[config.mk]
export PLATFORM = sky130hd
export DESIGN_NAME = dffre_bank_wr_arbiter
export DESIGN_NICKNAME = d
export VERILOG_FILES = /design/src/rtl/dffre_bank_pkg.sv /design/src/rtl/dffre_bank_rr_arb.sv /design/src/rtl/dffre_bank_wr_arbiter.sv
export SDC_FILE = /design/constraint.sdc
export NUM_CORES = 1
export LEC_CHECK = 0
export ABC_AREA = 1
export BUFFER_PORTS_ARGS = -buffer_cell sky130_fd_sc_hd__buf_2
export CELL_PAD_IN_SITES_DETAIL_PLACEMENT = 0
export CELL_PAD_IN_SITES_GLOBAL_PLACEMENT = 1
export CORE_ASPECT_RATIO = 1.75
export CORE_MARGIN = 2
export CORE_UTILIZATION = 39
export CTS_CLUSTER_DIAMETER = 120
export DETAILED_ROUTE_END_ITERATION = 10
export PLACE_DENSITY_LB_ADDON = 0.1
export SLEW_MARGIN = 5
export SYNTH_ARGS = -nofsm -noshare
export SYNTH_HDL_FRONTEND = slang
export SYNTH_SLANG_ARGS = --single-unit
[constraint.sdc]
create_clock -name C -period 4.6 [get_ports C]
set_input_delay 1.38 -clock C [delete_from_list [all_inputs] [get_ports C]]
set_output_delay 1.38 -clock C [all_outputs]
set_load 0.05 [all_outputs]
[src/rtl/dffre_bank_pkg.sv]
// Shared types and helpers for the DFFRE register-bank write arbiter.
package dffre_bank_pkg;

  localparam int unsigned MAX_REQ  = 8;
  localparam int unsigned MAX_REGS = 16;

  // Result of a round-robin search over up to MAX_REQ requesters.
  typedef struct packed {
    logic               found;
    logic [2:0]         idx;
    logic [MAX_REQ-1:0] onehot;
  } rr_pick_t;

  // Ceiling log2; returns 0 for values 0 and 1.
  function automatic int unsigned clog2(input int unsigned value);
    int unsigned res;
    res = 0;
    for (int unsigned b = 0; b < 32; b++) begin
      if ((32'd1 << b) < value) res = b + 1;
    end
    return res;
  endfunction

  // First set bit of elig, searching upward from ptr with wrap-around modulo num_req.
  function automatic rr_pick_t rr_pick(input logic [MAX_REQ-1:0] elig,
                                       input logic [2:0]         ptr,
                                       input int unsigned        num_req);
    rr_pick_t    res;
    int unsigned j;
    res = '0;
    for (int unsigned i = 0; i < MAX_REQ; i++) begin
      j = {29'd0, ptr} + i;
      if (j >= num_req) j = j - num_req;
      if ((i < num_req) && !res.found && elig[j[2:0]]) begin
        res.found          = 1'b1;
        res.idx            = j[2:0];
        res.onehot[j[2:0]] = 1'b1;
      end
    end
    return res;
  endfunction

endpackage

[src/rtl/dffre_bank_rr_arb.sv]
// Round-robin arbiter: rotating pointer plus registered one-hot grant pulse.
// The winner of the current search is also exported combinationally so the
// parent can capture that requester's address/data on the same edge.
module dffre_bank_rr_arb
  import dffre_bank_pkg::*;
#(
  parameter int unsigned NUM_REQ = 4,
  localparam int unsigned PtrW   = clog2(NUM_REQ)
) (
  input  logic               clk_i,
  input  logic               rst_i,
  input  logic [NUM_REQ-1:0] req_i,
  output logic [NUM_REQ-1:0] gnt_o,
  output logic               win_vld_o,
  output logic [PtrW-1:0]    win_idx_o
);

  logic [PtrW-1:0]    ptr_q, ptr_d;
  logic [NUM_REQ-1:0] gnt_q, gnt_d;
  logic [NUM_REQ-1:0] elig;
  rr_pick_t           pick;
  logic               unused_onehot;

  // Search from the pointer; the requester granted this cycle is masked out.
  always_comb begin
    elig  = req_i & ~gnt_q;
    pick  = rr_pick(MAX_REQ'(elig), 3'(ptr_q), NUM_REQ);
    gnt_d = '0;
    ptr_d = ptr_q;
    if (pick.found) begin
      gnt_d = pick.onehot[NUM_REQ-1:0];
      ptr_d = (pick.idx == 3'(NUM_REQ - 1)) ? '0 : PtrW'(pick.idx + 3'd1);
    end
  end

  // Grant and pointer state.
  always_ff @(posedge clk_i or posedge rst_i) begin
    if (rst_i) begin
      gnt_q <= '0;
      ptr_q <= '0;
    end else begin
      gnt_q <= gnt_d;
      ptr_q <= ptr_d;
    end
  end

  assign gnt_o         = gnt_q;
  assign win_vld_o     = pick.found;
  assign win_idx_o     = PtrW'(pick.idx);
  assign unused_onehot = ^pick.onehot;

endmodule

[src/rtl/dffre_bank_wr_arbiter.sv]
// Round-robin write arbiter feeding a bank of enable-gated, reset-to-0 registers.
// Grant at edge k, bank write at edge k+1. Optional ACK output enabled by
// defining DFFRE_BANK_WR_ARBITER_ACK_EN.
module dffre_bank_wr_arbiter
  import dffre_bank_pkg::*;
#(
  parameter int unsigned NUM_REQ    = 4,
  parameter int unsigned NUM_REGS   = 4,
  parameter int unsigned DATA_WIDTH = 8,
  parameter int unsigned ADDR_WIDTH = 2
) (
  input  logic                           C,
  input  logic                           R,
  input  logic [NUM_REQ-1:0]             REQ,
  input  logic [NUM_REQ*ADDR_WIDTH-1:0]  ADDR,
  input  logic [NUM_REQ*DATA_WIDTH-1:0]  WDATA,
  output logic [NUM_REQ-1:0]             GNT,
`ifdef DFFRE_BANK_WR_ARBITER_ACK_EN
  output logic [NUM_REQ-1:0]             ACK,
`endif
  output logic [NUM_REGS*DATA_WIDTH-1:0] Q
);

  localparam int unsigned PtrW = clog2(NUM_REQ);

  logic                  win_vld;
  logic [PtrW-1:0]       win_idx;
  logic [ADDR_WIDTH-1:0] sel_addr;
  logic [DATA_WIDTH-1:0] sel_data;

  logic                  wr_vld_q, wr_vld_d;
  logic [ADDR_WIDTH-1:0] wr_addr_q, wr_addr_d;
  logic [DATA_WIDTH-1:0] wr_data_q, wr_data_d;
  logic [NUM_REGS-1:0]   reg_en;

  dffre_bank_rr_arb #(
    .NUM_REQ (NUM_REQ)
  ) u_arb (
    .clk_i     (C),
    .rst_i     (R),
    .req_i     (REQ),
    .gnt_o     (GNT),
    .win_vld_o (win_vld),
    .win_idx_o (win_idx)
  );

  // Select the winning requester's address and data.
  always_comb begin
    sel_addr = '0;
    sel_data = '0;
    for (int i = 0; i < int'(NUM_REQ); i++) begin
      if (win_idx == PtrW'(i)) begin
        sel_addr = ADDR[i*ADDR_WIDTH +: ADDR_WIDTH];
        sel_data = WDATA[i*DATA_WIDTH +: DATA_WIDTH];
      end
    end
  end

  // Next state of the write pipeline; address/data hold when idle.
  always_comb begin
    wr_vld_d  = win_vld;
    wr_addr_d = wr_addr_q;
    wr_data_d = wr_data_q;
    if (win_vld) begin
      wr_addr_d = sel_addr;
      wr_data_d = sel_data;
    end
  end

  // Write pipeline register; reset drops any in-flight write.
  always_ff @(posedge C or posedge R) begin
    if (R) begin
      wr_vld_q  <= 1'b0;
      wr_addr_q <= '0;
      wr_data_q <= '0;
    end else begin
      wr_vld_q  <= wr_vld_d;
      wr_addr_q <= wr_addr_d;
      wr_data_q <= wr_data_d;
    end
  end

  for (genvar j = 0; j < int'(NUM_REGS); j++) begin : g_bank
    logic [DATA_WIDTH-1:0] reg_q;

    // Out-of-range addresses match no register, so such writes vanish.
    assign reg_en[j] = wr_vld_q && (wr_addr_q == ADDR_WIDTH'(j));

    // One DFFRE-style register: clock enable, reset to 0.
    always_ff @(posedge C or posedge R) begin
      if (R) begin
        reg_q <= '0;
      end else if (reg_en[j]) begin
        reg_q <= wr_data_q;
      end
    end

    assign Q[j*DATA_WIDTH +: DATA_WIDTH] = reg_q;
  end

`ifdef DFFRE_BANK_WR_ARBITER_ACK_EN
  logic [NUM_REQ-1:0] ack_q, ack_d;

  // GNT still holds the winner of the write now landing, so it identifies who to ack.
  always_comb begin
    ack_d = '0;
    if (|reg_en) ack_d = GNT;
  end

  // Acknowledge pulse, coincident with the bank update.
  always_ff @(posedge C or posedge R) begin
    if (R) begin
      ack_q <= '0;
    end else begin
      ack_q <= ack_d;
    end
  end

  assign ACK = ack_q;
`endif

endmodule

==> results by stage, run 1 <==
Outcome:
- The run finished with clean final reports.

Drt:
- In the detailed route, the total length drawn on met3 is 256 um.
- The total routed wire length on the met1 layer is 2.50 mm.
- Wires add up to 6.30 mm.
- The highest layer touched by signal routing is met4.
- The routed design uses 3.44 mm of met2 wire.
- The first routing iteration left 102 violations.
- The average wire length per cell after detail routing is 13.1 um.
- The detailed router placed 2,345 vias in this run.
- The count of unresolved DRC violations after routing is 0.
- Using the TritonRoute via totals, the vias-per-cell ratio works out to 4.89.
- Before antenna repair, the detailed router went through 5 iterations.
- The detail route stage leaves a number of antenna-violating nets equal to 0.

Setup path:
- The required time of the critical path is 4.82 ns.
- The length in cells of the worst reg-to-reg path is 18.
- STA puts the critical path data arrival time at 3.98 ns.
- The worst setup path is launched from an input pin.
- Tracing the worst setup path back leads to its startpoint at REQ[1].
- The kind of critical path is in -> reg.
- In this run the worst path has a maximum fanout of 11.
- STA classifies the critical path endpoint as a flop.

Timing:
- The final-report hold violation count is 0.
- Between clock sinks in the finished design, the worst skew comes to 0.00596 ns.
- Of the available clock period, the critical path in the final layout requires 81.7%.
- In this run the tightest slew margin relative to its limit is 34.1%.
- The final max-slew violation count is 0.
- The setup total negative slack is 0 ns.
- Derived from the worst setup path, the maximum achievable clock frequency is 266 MHz.
- The post-layout minimum cycle time is 3.76 ns.
- The pin slew with the least headroom to its limit is 0.988 ns.
- Setup repair after global routing left no endpoint under its margin.
- Setup violations remaining at the end of the flow were counted as 0.

Synthesis:
- The number of storage elements in the synthesis netlist is 49.
- The count of distinct cell types in the synthesized netlist is 17.
- The largest family of logic cells by synthesized area is simple AND/OR/NAND/NOR gates.
- The adder-cell share of the synthesized area is 5.31%.
- The mean instance size in the synthesized netlist is 8.13 um2.
- The share of synthesized area spent on multiplexers is 0%.
- Sequential cells were found to cover 47.3% of the synthesized design area.
- Summing the areas of all compound-gate instances in the mapped netlist gives 16.9% of the synthesized area.
- The post-synthesis xor/xnor area fraction is 0%.
- The net count of the mapped netlist is 376.
- The cell area after synthesis is 2590 um2.
- The Yosys step of the flow raised 0 warnings.
- The synthesized netlist devotes 24.9% of its cell area to simple gates.
- The synthesized netlist cell count is 319.

Floorplanning:
- The chip width is 65.6 um.
- The count of pins on the block boundary is 82.
- The initial utilization of the core area, before any placement, comes to 39.9%.
- The row count is 39.
- The die covers 7340 um2.
- After floorplanning, the core was sized to cover 6490 um2.
- From bottom edge to top edge, the die measures 112 um.

Global routing:
- The number of global-route vias before repair is 2,192.
- Entering global routing, the biggest net connects 50 pins.
- Global routing used 18.4% of the available tracks.
- The number of antenna violations at the first check in global routing is 0.
- The overall overflow remaining after global route is 0.
- The first global-routing pass estimated 10.4 mm of wire.

Clocking:
- The H-tree level count is 2.
- The post-CTS repair timing setup buffer count is 0.
- The CTS tree is built.
- Clock tree synthesis inserted a total of 5 buffers.
- The clock latency at the later pin of the worst-skew pair is 0.29 ns.
- In this run the deepest clock path goes through 2 buffers.
- After clock tree synthesis, the clock-pin slew on the worst setup and hold paths is 0.07 ns.
- The tree is rooted in a clkbuf_16.
- The number of hold buffers added after CTS is 0.
- The post-cts repair resize count is 0.
- The number of sinks handled by clock tree synthesis is 49.

Worst hold path:
- Along the worst hold path, the cell count comes to 2.
- The worst hold path class is reg -> reg.
- The worst min-delay path startpoint is g_bank[2].reg_q[2].

Finish:
- The share of cells above drive strength 1 is 27.9%.
- For this run, the post-layout net count is 454.
- Fill cells in the final layout number 659.
- The area growth from synthesis to final layout is 24.4%.
- The repair_antennas step left the layout with diodes totalling 0.

Run:
- The max-capacitance violation count is 0.

Placed design:
- The number of buffers added on ports is 81.
- After legalization and detailed placement, the total HPWL measured 4.92 mm.
- At the end of routability-driven placement, the weighted congestion stood at 0.779.
## stage by stage
stage / cell area, um2 / instances / util [%] / hold slack, ns / setup slack, ns
2_1_floorplan: 2590 / 319 / - / 0.514 / 1.31
3_3_place_gp: 3050 / 472 / 47.0 / 0.461 / 0.522
3_5_place_dp: 3050 / 472 / 47.0 / 0.468 / 0.541
4_1_cts: 3220 / 480 / 49.7 / 0.485 / 0.839
5_1_grt: 3220 / 480 / 49.7 / 0.498 / 0.456
6_report: 3220 / 480 / 49.7 / 0.479 / 0.842
## cell type report
class / instances / area [um2] / share of cell area, %
Tap cell: 82 / 103 / 3.18
Sequential cell: 49 / 1230 / 38.0
Clock inverter: 2 / 37.5 / 1.16
Inverter: 25 / 93.8 / 2.91
Multi-Input combinational cell: 235 / 1220 / 37.8
Clock buffer: 6 / 139 / 4.31
Timing Repair Buffer: 81 / 405 / 12.6
## placed cells by master, fill, tap and decap left out
cell type and n:
a21oi_1 16, buf_2 81, bufinv_16 1, clkbuf_16 5
clkbuf_8 1, clkinvlp_4 1, dfrtp_1 49, ha_1 11
inv_1 23, inv_2 2, nand2_1 105, nand2_2 1
nand2_4 4, nand3_1 24, nand3_2 4, nor2_1 5
nor2_8 1, o21ai_0 53, o21ai_1 1, o21ai_2 10
## cell usage after synthesis
cell / instances / area (um2)
a21oi_1: 16 / 80.1
buf_6: 2 / 22.5
clkbuf_1: 8 / 30.0
dfrtp_1: 49 / 1230
ha_1: 11 / 138
inv_1: 24 / 90.1
inv_2: 1 / 3.75
nand2_1: 105 / 394
nand2_2: 1 / 6.26
nand2_4: 4 / 45.0
nand3_1: 24 / 120
nand3_2: 4 / 40.0
nor2_1: 5 / 18.8
nor2_8: 1 / 20.0
o21ai_0: 53 / 265
o21ai_1: 1 / 5.00
o21ai_2: 10 / 87.6
## state kept, by name, indices dropped and copies added (netlist names), named ones only
register and count:
u_arb.ptr_q 1, wr_vld_q 1, wr_data_q 8, u_arb.gnt_o 4, wr_addr_q 2, g_bank.reg_q 32
## worst paths after layout
path | endpoint | slack [ns]
setup / recovery | wr_addr_q[1] | 0.84
hold / removal | g_bank[2].reg_q[2] | 0.48
setup reg to reg | wr_addr_q[1] | 0.91
hold reg to reg | g_bank[2].reg_q[2] | 0.48
max in group asynchronous | u_arb.gnt_o[3] | 2.66
min in group asynchronous | wr_data_q[4] | 1.31
## critical path, stage by stage
cell	delay (ns)
buf_2	0.09
nand3_1	0.10
nand2_1	0.12
nand2_1	0.09
nand2_4	0.12
inv_1	0.05
nor2_1	0.29
nand2_1	0.13
nand2_1	0.08
nor2_1	0.06
ha_1	0.32
nor2_1	0.52
nand2_1	0.10
nand2_1	0.08
o21ai_0	0.06
o21ai_0	0.21
nand2_1	0.10
o21ai_2	0.06
## cell families (layout without fill, tap and decap cells)
| kind of cell | after synthesis | in the layout |
|---|---|---|
| buffers and inverters | 35 | 114 |
| AO/OA/AOI/OAI | 80 | 80 |
| AND/OR/NAND/NOR | 144 | 144 |
| adder cells (fa/ha/maj) | 11 | 11 |
| flip-flops | 49 | 49 |
## metal layers
layer | up-vias | track usage, %
li1 | 1198 | -
met1 | 1079 | 21.3
met2 | 60 | 33.1
met3 | 8 | 3.03
met4 | 0 | 6.25
met5 | - | 0
Power of run 1 is not shown: default switching activity piles up to over one toggle a cycle in this logic, so the estimate is an artifact.
==> run 2: changes to the inputs <==
--- a/config.mk
+++ b/config.mk
@@ -11,7 +11,7 @@
 export CELL_PAD_IN_SITES_GLOBAL_PLACEMENT = 1
 export CORE_ASPECT_RATIO = 1.75
 export CORE_MARGIN = 2
-export CORE_UTILIZATION = 39
+export CORE_UTILIZATION = 33
 export CTS_CLUSTER_DIAMETER = 120
 export DETAILED_ROUTE_END_ITERATION = 10
 export PLACE_DENSITY_LB_ADDON = 0.1
==> constraint.sdc (replaced) <==
create_clock -name C -period 3.2 [get_ports C]
set_input_delay 0.96 -clock C [delete_from_list [all_inputs] [get_ports C]]
set_output_delay 0.96 -clock C [all_outputs]
set_load 0.05 [all_outputs]
==> run 2 against run 1 <==
  * Clock skew about the same
  * Utilization decreased by 6.3 points
  * Via count about the same
  * Design area increased by 2.6%
  * Flip-flop and latch count unchanged
  * Global-route usage decreased by 1.7 points
  * First-iteration DRC count increased by 15%
  * Worst hold slack got worse by 0.0018 ns
  * Non-clock buffer count increased by 10
  * Setup slack got worse by 0.41 ns
  * Count of clock-buffer cells in the layout unchanged
  * Highest routed layer unchanged
==> results by stage, run 2 (synthesized netlist as in run 1, its figures left out) <==
Global routing:
- The number of antenna violations at the first check in global routing is 0.
- Across every metal layer, demand over resource in global routing totals 16.7%.
- The wire length of the first global-routing pass is 11.3 mm.
- The number of global-route vias before repair is 2,356.
- The maximum number of pins on one net before global-route repair is 27.
- The overall overflow remaining after global route is 0.

Finish:
- The library cells used most frequently in the layout, excluding fill and tap cells, are nand2_1 (105), buf_2 (81), o21ai_0 (53), dfrtp_1 (49), nand3_1 (24).
- The share of cells above drive strength 1 is 29.7%.
- The repair_antennas step left the layout with diodes totalling 0.
- The number of flip-flops under the largest register name is 32.
- The post-route cell area is 3310 um2.
- Relative to the synthesized area, the layout overhead comes to 27.6%.
- The most flop-heavy register is g_bank.reg_q.
- The fraction of the core area covered by cells at the end of the flow is 43.4%.
- The most frequent standard cell in the layout excluding fill and tap cells is nand2_1.
- The net count reported at finish is 464.
- The finished layout holds 496 standard cells, fillers aside.

Setup path:
- The required time of the critical path is 3.41 ns.
- The arrival time of data at the critical path endpoint is 2.98 ns.
- The worst setup path is captured at a flop.
- The kind of critical path is in -> reg.
- The maximum fanout along the worst path is 10.
- The category of the worst setup path launch point is an input pin.

Timing:
- The relative slew slack is 61.6%.
- The number of failing setup endpoints in the final timing report is 0.
- Setup repair after global routing left no endpoint under its margin.
- Of the available clock period, the critical path in the final layout requires 86.4%.
- Between clock sinks in the finished design, the worst skew comes to 0.00549 ns.
- The highest clock rate is 362 MHz.
- The final max-slew violation count is 0.
- The pin slew with the least headroom to its limit is 0.574 ns.
- The post-layout minimum cycle time is 2.77 ns.
- The final-report hold violation count was 0.
- The setup total negative slack is 0 ns.

Run:
- The max-capacitance violation count is 0.

Drt:
- The detailed router finished its first iteration with 117 violations.
- The residual antenna-violating net count after detailed routing is 0.
- The routed design has 6.66 mm of wire.
- In the routed layout, each cell is associated on average with a via count of 4.72.
- For this block, the via count after detailed routing is 2,343.
- The count of unresolved DRC violations after routing is 0.
- The average wire length per cell after detail routing is 13.4 um.
- The total iterations of the first detailed-routing run is 4.

Outcome:
- The run finished with clean final reports.

Placed design:
- Counting tap cells, the placed design contains a total of 488 instances.
- The placer's final routability congestion estimate is 0.845.
- The number of buffers added on ports is 81.
- The HPWL after detailed placement is 5.24 mm.
- The cell area after placement is 3130 um2.

Floorplanning:
- The floorplan die area is 8610 um2.
- In this run the count of I/O pins placed on the die edge is 82.
- In this run the vertical extent of the chip is 121 um.
- The core box area is 7620 um2.
- The floorplan has 42 rows.
- Once the floorplan was initialized, standard cells occupied 34.0% of the core.
- Measured along the x axis, the die boundary spans 71 um.

Clocking:
- Clock-pin slew was measured on the worst setup and hold paths at 0.07 ns.
- The CTS tree is built.
- CTS built an H-tree with a depth of 2.
- The post-CTS repair timing setup buffer count is 0.
- The clock root buffer master is clkbuf_16.
- The number of sinks handled by clock tree synthesis is 49.
- In this run, post-CTS repair resized a total of 0 instances.
- The clock passes through at most 2 buffers.
- The clock latency at the later pin of the worst-skew pair is 0.29 ns.
- TritonCTS created 5 clock buffers.
- For this design, the CTS-stage hold fixing added 0 buffers.

Worst hold path:
- The worst hold path class is reg -> reg.
## run 2: changes by cell type in the layout (fill, tap and decap cells not counted)
cell / delta
buf_4: +10
## run 2: per-layer routing
layer	global-route usage, %	vias up	share of wire, %
met1	19.2	1050	40
met3	2.91	12	4.4
met4	6.60	0	2.4
met2	30.0	68	53
li1	-	1213	-
met5	0	-	0
## run 2: final cells by class
type	instances	area, um2
tap	88	110
fill	798	4310
sequential	49	1230
multi-input combinational	235	1220
clock buffer	6	139
timing repair buffer	91	480
clock inverter	2	37.5
inverter	25	93.8
## run 2: per-stage QoR
stage               hold slack [ns]  worst slack (ns)
detailed placement            0.468            0.0787
global route                  0.500            0.0780
global placement              0.461             0.114
CTS                           0.485             0.380
floorplan                     0.514             0.328
finish                        0.477             0.435
## run 2: critical path, stage by stage
cell and delay [ns]:
buf_2 0.09, nand3_1 0.11, nand2_1 0.13, nand2_1 0.07, nand2_1 0.17, nand2_1 0.07
nand2_1 0.06, nand2_1 0.06, nand2_1 0.06, nand2_1 0.09, inv_1 0.09, ha_1 0.14
inv_1 0.04, nor2_1 0.08, buf_4 0.16, nand2_1 0.06, nand2_1 0.05, o21ai_0 0.06
o21ai_0 0.25, nand2_1 0.11, o21ai_2 0.07
## run 2: worst paths after layout
check,from,to,slack (ns),cells past startpoint
max,REQ[2],wr_data_q[2],0.43,21
min,g_bank[3].reg_q[7],g_bank[3].reg_q[7],0.48,2
max reg2reg,flop,wr_data_q[2],0.55,21
min reg2reg,g_bank[3].reg_q[7],g_bank[3].reg_q[7],0.48,2
max in group asynchronous,R,g_bank[0].reg_q[6],1.77,3
min in group asynchronous,R,g_bank[1].reg_q[1],0.71,2
Power of run 2 is left out for the same reason.
==> run 3: changes to the inputs <==
--- a/config.mk
+++ b/config.mk
@@ -13,8 +13,11 @@
 export CORE_MARGIN = 2
 export CORE_UTILIZATION = 33
 export CTS_CLUSTER_DIAMETER = 120
+export CTS_CLUSTER_SIZE = 10
 export DETAILED_ROUTE_END_ITERATION = 10
 export PLACE_DENSITY_LB_ADDON = 0.1
+export RECOVER_POWER = 50
+export SETUP_SLACK_MARGIN = 0.2
 export SLEW_MARGIN = 5
 export SYNTH_ARGS = -nofsm -noshare
 export SYNTH_HDL_FRONTEND = slang
==> run 3 against run 2 <==
  * Design area is essentially flat
  * Fmax up 2.8%
  * Wire length barely moved
  * Setup slack improved by 0.074 ns
  * Flip-flop and latch count stayed put
  * Register-to-register slack better by 0.06 ns
  * First-iteration DRC count decreased by 4.3%
  * Critical path depth shrank 5
  * Non-clock buffer count is the same
  * Critical path type unchanged
  * Critical endpoint unchanged
==> results by stage, run 3 (synthesized netlist as in run 1, its figures left out) <==
Setup path:
- The maximum fanout along the worst path is 7.
- In this design, the critical path's most frequently occurring cell is nand2_1.
- The worst setup path is launched from an input pin.
- The critical path contains buffers and inverters numbering 3 combined.
- Data arrives at the worst endpoint at 2.86 ns.
- The signal on the critical path passes through buf_2 -> nand3_1 -> nand2_1 -> nand2_1 -> nand2_1 -> nand3_1 -> nand2_1 -> inv_1 -> ha_1 -> buf_4 -> a21oi_1 -> nand2_1 -> o21ai_0 -> o21ai_1 -> nand2_1 -> o21ai_2.
- The kind of critical path is in -> reg.
- Data on the critical path is required at its endpoint by 3.37 ns.
- The standard cell with the maximum stage delay on the critical path is ha_1.
- The maximum cell stage delay along the critical path is 0.24 ns.
- Broken down by cell family, the worst path's largest delay share belongs to simple AND/OR/NAND/NOR gates.
- The kind of capture point of the worst setup path is a flop.

Placed design:
- During placement, the flow inserted port buffers numbering 81.
- The placer's final routability congestion estimate is 0.845.
- Detailed placement ended at an HPWL of 5.24 mm.

Timing:
- The number of failing setup endpoints in the final timing report is 0.
- The final-report hold violation count is 0.
- The setup total negative slack is 0 ns.
- Setup repair after global routing left no endpoint under its margin.
- In this run the tightest slew margin relative to its limit is 15.0%.
- The post-layout minimum cycle time is 2.69 ns.
- The post-route clock skew is 0.00530 ns.
- The final clock period utilization by the worst path is 84.1%.
- The final max-slew violation count is 0.
- Derived from the worst setup path, the maximum achievable clock frequency is 372 MHz.
- For the pin with the worst max-slew slack, the measured transition is 1.28 ns.

Drt:
- After detailed routing, the number of remaining DRC violations is 0.
- Dividing the detail-routed via count by the number of cells gives 4.75.
- The average wire length per cell after detail routing is 13.4 um.
- The first routing iteration left 112 violations.
- For this block, the via count after detailed routing is 2,355.
- The total iterations of the first detailed-routing run is 4.
- The residual antenna-violating net count after detailed routing is 0.
- The overall routed net length is 6.66 mm.

Finish:
- From synthesis to final layout, the design area changed by 27.5%.
- The register with the most flip-flops in the layout has 32 of them.
- Of the cells placed in the final design, the portion with a size suffix greater than 1 is 29.4%.
- The most flop-heavy register is g_bank.reg_q.
- The net count reported at finish is 464.
- 0 antenna diodes ended up in the layout.
- The fraction of the core area covered by cells at the end of the flow is 43.4%.
- The most frequent standard cell in the layout excluding fill and tap cells is nand2_1.
- The layout has 800 filler cells.
- In the layout the commonest cells are nand2_1 (104), buf_2 (81), o21ai_0 (49), dfrtp_1 (49).

Global routing:
- The number of antenna violations at the first check in global routing is 0.
- The number of global-route vias before repair came to 2,356.
- The wire length of the first global-routing pass is 11.3 mm.
- The maximum number of pins on one net before global-route repair is 27.
- Summed over all layers, the global routing overflow is 0.
- Global routing consumed, over all layers together, 16.7% of the routing resources.

Floorplanning:
- The row count is 42.
- The core box area is 7620 um2.
- The die outline height is 121 um.
- The count of pins on the block boundary is 82.
- The chip width is 71 um.
- The initial utilization of the core area, before any placement, comes to 34.0%.
- The die covers 8610 um2.

Clocking:
- The register clock-pin slew on the reported worst setup and hold paths is 0.07 ns.
- The cell sitting at the root of the clock tree is a clkbuf_16.
- The number of hold buffers added after CTS is 0.
- The H-tree level count is 2.
- The CTS tree is built.
- Clock tree synthesis found a total of 49 sinks.
- The number of buffers inserted during clock tree synthesis is 5.
- Counting along the longest clock path gives a buffer depth of 2.
- At the later pin of the worst-skew pair, clock insertion delay measures 0.29 ns.

Run:
- The max-capacitance violation count is 0.

Outcome:
- The flow ran to the end, and the final reports show no timing, DRC or antenna violations.

Worst hold path:
- The worst hold path class is reg -> reg.
-- run 3: area by class of cell --
class	count	area, um2	area share [%]
flip-flops and latches	49	1230	37.1
multi-input cells	235	1220	37.0
repair buffers	91	477	14.4
clock buffers	6	139	4.20
well taps	88	110	3.33
inverters	25	93.8	2.84
clock inverters	2	37.5	1.14
-- run 3: path summary, 6_finish.rpt --
check	from	end	slack [ns]	depth (start not counted)
worst max-delay path	REQ[2]	wr_data_q[2]	0.51	16
worst min register to register	g_bank[1].reg_q[4]	g_bank[1].reg_q[4]	0.48	2
max in group asynchronous	R	g_bank[0].reg_q[6]	0.63	3
worst max register to register	flop	wr_data_q[2]	0.61	18
min in group asynchronous	R	g_bank[1].reg_q[1]	0.88	2
worst min-delay path	g_bank[1].reg_q[4]	g_bank[1].reg_q[4]	0.48	2
-- run 3: worst register-to-register path, cell delays in order (launching register included) --
cell     delay [ns]
dfrtp_1        0.36
inv_2          0.04
ha_1           0.35
inv_1          0.14
nand3_1        0.10
nand2_2        0.09
nand2_4        0.07
nor2_8         0.10
nand3_1        0.07
nand2_1        0.12
inv_1          0.07
ha_1           0.24
buf_4          0.18
a21oi_1        0.12
nand2_1        0.07
o21ai_0        0.07
o21ai_1        0.10
nand2_1        0.12
o21ai_2        0.06
-- run 3: per-stage QoR --
step                area, um2  instances  setup WS [ns]  hold WS (ns)
finish                   3310        496          0.509         0.478
global route             3310        496          0.152         0.500
CTS                      3310        496          0.380         0.485
detailed placement       3130        488         0.0787         0.468
global placement         3130        488          0.114         0.461
floorplan                2590        319          0.328         0.514
-- run 3: what timing repair did --
item / 4_1_cts / 5_1_grt
setup endpoints to repair: 0 / 8
setup buffers: 0 / 0
resized for setup: 0 / 5
-- run 3: metal layers --
layer | track usage, % | part of all wire (%) | vias to the layer above
li1 | - | - | 1214
met1 | 19.2 | 40 | 1057
met2 | 30.0 | 53 | 72
met3 | 2.91 | 4.5 | 12
met4 | 6.60 | 2.4 | 0
met5 | 0 | 0 | -
Power of run 3 is left out for the same reason.
